[src/rtl/otp_stream_ctrl.sv]
// One-time-pad stream controller: XORs a message with key words fetched one per beat, MSB chunk first.
// Optional zero-key detection is enabled with the OTP_ZERO_KEY_CHECK_EN macro (adds the key_err port).
module otp_stream_ctrl #(
    parameter int MSG_SIZE = 32,
    parameter int KEY_SIZE = 8
) (
    input  logic                clk,
    input  logic                rst,
    input  logic                msg_valid,
    output logic                msg_ready,
    input  logic [MSG_SIZE-1:0] msg,
    output logic                key_req,
    input  logic                key_valid,
    input  logic [KEY_SIZE-1:0] key,
    output logic                out_valid,
    input  logic                out_ready,
    output logic [MSG_SIZE-1:0] out,
    output logic                busy
`ifdef OTP_ZERO_KEY_CHECK_EN
    ,
    output logic                key_err
`endif
);

    localparam int BEATS = MSG_SIZE / KEY_SIZE;
    localparam int CNT_W = (BEATS > 1) ? $clog2(BEATS) : 1;

    typedef enum logic [1:0] {
        IDLE = 2'd0,
        RUN  = 2'd1,
        DONE = 2'd2
    } state_t;

    state_t              state;
    state_t              next_state;
    logic [MSG_SIZE-1:0] plain;
    logic [MSG_SIZE-1:0] cyph;
    logic [MSG_SIZE-1:0] cyph_next;
    logic [MSG_SIZE-1:0] out_reg;
    logic [KEY_SIZE-1:0] chunk;
    logic [CNT_W-1:0]    cnt;
    logic                accept;
    logic                beat;
    logic                last_beat;
    logic                zero_out;

    assign accept    = (state == IDLE) && msg_valid;
    assign beat      = (state == RUN) && key_valid;
    assign last_beat = (cnt == CNT_W'(BEATS - 1));
    assign chunk     = plain[MSG_SIZE-1 -: KEY_SIZE] ^ key;
    assign cyph_next = (cyph << KEY_SIZE) | MSG_SIZE'(chunk);
    assign out       = out_reg;

`ifdef OTP_ZERO_KEY_CHECK_EN
    logic key_err_q;
    assign key_err  = key_err_q;
    assign zero_out = key_err_q || (key == '0);
`else
    assign zero_out = 1'b0;
`endif

    always_ff @(posedge clk or posedge rst) begin
        if (rst) begin
            state <= IDLE;
        end else begin
            state <= next_state;
        end
    end

    always_comb begin
        next_state = state;
        msg_ready  = 1'b0;
        key_req    = 1'b0;
        out_valid  = 1'b0;
        busy       = 1'b1;
        case (state)
            IDLE: begin
                msg_ready = 1'b1;
                busy      = 1'b0;
                if (msg_valid) begin
                    next_state = RUN;
                end
            end
            RUN: begin
                key_req = 1'b1;
                if (key_valid && last_beat) begin
                    next_state = DONE;
                end
            end
            DONE: begin
                out_valid = 1'b1;
                if (out_ready) begin
                    next_state = IDLE;
                end
            end
            default: begin
                next_state = IDLE;
                busy       = 1'b0;
            end
        endcase
    end

    // The output register is loaded only on the final beat, so it keeps the
    // previous cyphertext through IDLE and the next message's RUN phase.
    always_ff @(posedge clk or posedge rst) begin
        if (rst) begin
            plain   <= '0;
            cyph    <= '0;
            cnt     <= '0;
            out_reg <= '0;
        end else if (accept) begin
            plain <= msg;
            cyph  <= '0;
            cnt   <= '0;
        end else if (beat) begin
            plain <= plain << KEY_SIZE;
            cyph  <= cyph_next;
            cnt   <= cnt + CNT_W'(1);
            if (last_beat) begin
                out_reg <= zero_out ? '0 : cyph_next;
            end
        end
    end

`ifdef OTP_ZERO_KEY_CHECK_EN
    always_ff @(posedge clk or posedge rst) begin
        if (rst) begin
            key_err_q <= 1'b0;
        end else if (accept) begin
            key_err_q <= 1'b0;
        end else if (beat && (key == '0)) begin
            key_err_q <= 1'b1;
        end
    end
`endif

endmodule

[config.mk]
export PLATFORM = sky130hd
export DESIGN_NAME = otp_stream_ctrl
export DESIGN_NICKNAME = d
export VERILOG_FILES = /design/src/rtl/otp_stream_ctrl.sv
export SDC_FILE = /design/constraint.sdc
export NUM_CORES = 1
export LEC_CHECK = 0
export CORE_ASPECT_RATIO = 1.25
export CORE_MARGIN = 4
export CORE_UTILIZATION = 48
export CTS_BUF_LIST = sky130_fd_sc_hd__clkbuf_4
export DETAILED_ROUTE_END_ITERATION = 7
export PLACE_DENSITY = 0.78
export SYNTH_ARGS = -nofsm -noshare
export SYNTH_HDL_FRONTEND = slang
export SYNTH_SLANG_ARGS = --single-unit
[constraint.sdc]
create_clock -name clk -period 2.95 [get_ports clk]
set_input_delay 0.4425 -clock clk [delete_from_list [all_inputs] [get_ports clk]]
set_output_delay 0.4425 -clock clk [all_outputs]
set_load 0.02 [all_outputs]
Word level (Yosys, flattened, before mapping)
Index checks and enable logic that the tools add are counted.
{ "totals": {"elab_cells": 37, "input_bits": 45, "ff_bits": 92, "output_inout_bits": 36} }
{ "classes": {"n_eq_ne": 6, "bitwise_logic": 3, "n_mux": 14, "n_addsub": 1, "n_reduce_logical": 8} }
{ "op_table": {"columns": ["op", "n"], "rows": [
  ["32-bit two-way mux", 2],
  ["24-bit two-way mux", 2],
  ["32-bit by 8-bit OR with 32-bit output", 1],
  ["2-bit two-way mux", 5],
  ["8-bit bitwise XOR", 1],
  ["2-bit case mux with 3 select lines", 1],
  ["3-bit AND reduction", 2],
  ["2-bit == test, second input constant", 2],
  ["1-bit two-way mux", 4],
  ["2-bit inequality test, second input constant", 2],
  ["1-bit logical AND", 3],
  ["2-bit by 1-bit adder with 2-bit output, second input constant", 1],
  ["2-bit by 1-bit == test with 1-bit output, second input constant", 1],
  ["2-bit zero test", 1],
  ["2-bit by 1-bit inequality test with 1-bit output, second input constant", 1],
  ["2-bit nonzero test", 1],
  ["2-bit OR reduction", 1],
  ["1-bit inverter", 1]
]} }

Logic depth before layout (Yosys ltp)
{ "depth": {"ltp_word": 4, "depth_mapped": 7, "ltp_nobuf": 5} }

Worst setup path before layout
OpenSTA, ideal clock, no wires.
{ "synth_timing": {"kind": "flip-flop to flip-flop", "startpoint": "register state[0]", "endpoint": "register out_reg[12] (netlist: out[12])", "setup_slack_ns": 1.144, "path_stages_with_launch": 8, "t_required_ns": 2.825, "setup_ns": 0.125, "period_less_slack_ns": 1.806, "path_buffers": 2, "arrival_time_ns": 1.681, "path_cell_list": "dfrtp_1 inv_1 ha_1 and2_4 buf_6 nand3b_4 buf_6 mux2_4"} }
{ "synth_between": {"elab_chain_cells": 4, "elab_cells_between_ends": 6, "classes_between": "1 x eq/ne; 1 x bitwise; 4 x reduce/logical"} }
{ "synth_rtl": {"columns": ["item", "line", "text"], "rows": [
  ["from (decl)", "34", "state_t state;"],
  ["from (signal assigned)", "66", "state <= next_state;"],
  ["2-bit zero test", "47", "assign accept = (state == IDLE) && msg_valid;"],
  ["1-bit logical AND", "47", null],
  ["1-bit inverter (no line)", null, null],
  ["3-bit AND reduction (no line) *", null, null],
  ["to (signal assigned)", "120", "out_reg <= zero_out ? '0 : cyph_next;"],
  ["to (decl)", "39", "logic [MSG_SIZE-1:0] out_reg;"]
]} }
Every way passes the cells marked *; elsewhere a longest branch is shown, timed or not.
A chain may end at the register's enable or synchronous reset.

Final worst setup path
{ "layout_timing": {"startpoint": "register state[1]", "endpoint": "output port key_req"} }
{ "layout_between": {"elab_chain_cells": 2} }
{ "layout_rtl": {"columns": ["item", "line", "text"], "rows": [
  ["2-bit by 1-bit == test with 1-bit output", "76", "case (state)"],
  ["1-bit two-way mux", "76", null],
  ["to (decl)", "12", "output logic key_req,"]
]} }
Every way passes these cells.

==> insert_results.sql <==
INSERT INTO impl_metrics (metric_group, metric, value, unit) VALUES
('critical_path', 'timing.critical_path.fanout_max', '5', ''),
('placement', 'detailedPlacementHpwl', '4970', 'um'),
('sta', 'timing.final.setup_violations', '0', ''),
('final_layout', 'post_route_cells_drive_above_1_share', '12.0', '%'),
('floorplan', 'ios', '81', ''),
('cts', 'cts_inserted_buffers', '9', ''),
('placement', 'placement.cell_area', '4810', 'um2'),
('placement', 'dp.cells', '489', ''),
('detailed_routing', 'drtAntennaViolNets', '0', ''),
('status', 'outcome', 'complete, no violations', ''),
('cts', 'post_cts_resize_count', '0', ''),
('cts', 'clk_latency', '0.42', 'ns'),
('cts', 'htreeDepth', '3', ''),
('grt', 'grt_most_used_layer', 'met2', ''),
('synth', 'yosysWarningCount', '0', ''),
('sta', 'final.setup_skew', '0.0171', 'ns'),
('cts', 'clock_transition_at_path_regs', '0.13', 'ns'),
('synth', 'mappedNetlistArea', '3960', 'um2'),
('critical_path', 'cp-start-kind', 'flop', ''),
('sta', 'fin_tns_setup', '0', 'ns'),
('cts', 'cts.root.buffer_cell', 'sky130_fd_sc_hd__clkbuf_4', ''),
('detailed_routing', 'route.detailed.vias_per_inst', '5.10', ''),
('synth', 'syn_area_per_cell', '12.0', 'um2'),
('critical_path', 'critical_path.cell_chain', 'inv_1 -> ha_1 -> clkdlybuf4s50_1', ''),
('placement', 'globalplace.congestion', '0.731', ''),
('grt', 'grt_first_pass_wirelength', '11900', 'um'),
('synth', 'syn-num-nets', '379', ''),
('floorplan', 'placement_rows', '36', ''),
('min_path', 'min-delay-path-class', 'in2async', ''),
('critical_path', 'crit_path_max_incr_delay', '0.63', 'ns'),
('detailed_routing', 'detail_route.wl_per_cell', '14.2', 'um'),
('synth', 'synth.yosys.seq_area_share', '58.2', '%'),
('synth', 'postSynthCellCount', '329', ''),
('synth', 'flop_and_latch_count_out_of_synthesis', '92', ''),
('cts', 'cts_tree', 'built', ''),
('cts', 'postCtsHoldBufs', '0', ''),
('grt', 'global_route.usage.total', '15.8', '%'),
('critical_path', 'cp.arrival', '1.81', 'ns'),
('floorplan', 'core', '7930', 'um2'),
('final_layout', 'mostFrequentLayoutCells', 'sky130_fd_sc_hd__dfrtp_1 (92), sky130_fd_sc_hd__clkdlybuf4s50_1 (80), sky130_fd_sc_hd__nand2_1 (60)', ''),
('sta', 'max_clock_freq', '443', 'MHz'),
('job', 'timing.max_cap.violations', '0', ''),
('critical_path', 'critical_path_rt', '2.51', 'ns'),
('synth', 'post_synth_cell_types', '23', ''),
('cts', 'clockBufferDepth', '2', ''),
('sta', 'worstMarginPinSlew', '0.620', 'ns'),
('detailed_routing', 'detail_route.drc_violations', '0', ''),
('power_and_ir_drop', 'vdd_drop_max', '0.000439', 'V'),
('detailed_routing', 'detail_route.first_pass.iterations', '4', ''),
('detailed_routing', 'routed-via-count', '2577', ''),
('sta', 'setup_slack', '0.693', 'ns'),
('final_layout', 'final_area', '4960', 'um2'),
('final_layout', 'layout_overhead_on_the_synthesized_area', '25.5', '%'),
('sta', 'slew_headroom', '58.7', '%'),
('sta', 'finalHoldViolations', '0', ''),
('power_and_ir_drop', 'p_leak', '2.41', 'nW'),
('critical_path', 'timing.setup.critical_path_class', 'reg2out', ''),
('final_layout', 'layout.nets', '455', ''),
('grt', 'largest_net_degree_at_the_start_of_global_routing', '93', ''),
('sta', 'ratio_of_final_minimum_period_to_clock_period', '76.5', '%'),
('grt', 'grtUsageMet2', '24.8', '%'),
('critical_path', 'critical-path-top-delay-family', 'buffers and inverters', ''),
('cts', 'cts.repair_timing.setup_buffer_count', '0', ''),
('grt', 'first_global_vias', '2552', ''),
('cts', 'clock_sinks', '92', ''),
('floorplan', 'die-height', '110', 'um'),
('floorplan', 'start_util', '49.9', '%'),
('grt', 'antenna_found_initial', '0', ''),
('power_and_ir_drop', 'power-per-cell-area', '909', 'nW/um2'),
('critical_path', 'cp_num_buf_inv', '2', ''),
('final_layout', 'leading_cell_type_in_the_layout_fill_and_taps_excluded', 'sky130_fd_sc_hd__dfrtp_1', '');
## where the power goes
part / leakage, nW / internal [mW] / switching, mW
logic: 1.14 / 0.863 / 0.844
clock network: 0.0876 / 0.347 / 0.392
registers: 1.18 / 1.75 / 0.314
## layer usage
metal,up-vias,routed length [um]
li1,1269,-
met1,1238,3170
met2,61,3500
met3,9,403
met4,0,83
met5,-,0
## final cells by class
class | count | area [um2]
clock buffer | 10 | 75.1
clock inverter | 6 | 78.8
fill | 660 | 2960
inverter | 11 | 43.8
multi-input combinational | 206 | 1500
sequential | 92 | 2300
tap | 95 | 119
timing repair buffer | 85 | 851
## cells by family (layout without fill, tap and decap cells)
group                      Yosys count  count (layout)  share of synthesized area (%)
buffers and inverters               31             112                           4.02
AOI/OAI and AO/OA                   59              59                           8.92
xor gates and xnor gates             9               9                           1.99
and+or+nand+nor                     76              76                           8.00
DFF                                 92              92                           58.2
adders and majority gates            5               5                           1.58
muxes                               57              57                           17.3
## worst paths after layout
| path | slack, ns | cells after the start | from | end |
|---|---|---|---|---|
| worst min register to register | 0.51 | 1 | plain[6]$_DFFE_PP0P_ | plain[6]$_DFFE_PP0P_ |
| worst min-delay path | 0.44 | 3 | rst | out[1]$_DFFE_PP0P_ |
| worst max register to register | 0.71 | 5 | state[1]$_DFFE_PP0P_ | out[8]$_DFFE_PP0P_ |
| min in group clk | 0.51 | 1 | plain[6]$_DFFE_PP0P_ | plain[6]$_DFFE_PP0P_ |
| max in group asynchronous | 2.11 | 3 | rst | cnt[1]$_DFFE_PP0P_ |
| worst max-delay path | 0.69 | 3 | state[1]$_DFFE_PP0P_ | key_req |
## worst register-to-register path, stage by stage, from the launching register on
cell                       delay, ns
sky130_fd_sc_hd__dfrtp_1        0.43
sky130_fd_sc_hd__inv_1          0.11
sky130_fd_sc_hd__ha_1           0.21
sky130_fd_sc_hd__and2_4         0.39
sky130_fd_sc_hd__nand3b_4       0.59
sky130_fd_sc_hd__mux2_2         0.42
## Yosys cell counts, drive strengths merged
master  number  share of area, %
nand3b       1              0.51
inv         11               1.0
nand2       60               5.7
a21oi       17               2.2
and2         2              0.41
nor2        10              0.95
clkbuf      10              0.95
nor3         1              0.13
a22o         8               1.8
mux2i       32               8.1
dfrtp       92                58
a211oi       9               1.7
ha           5               1.6
mux2        25               9.2
o32a         1              0.25
xnor2        9               2.0
nor2b        2              0.32
o21ai       24               3.0
buf         10               2.0
Power figures use the tool's default switching activity.
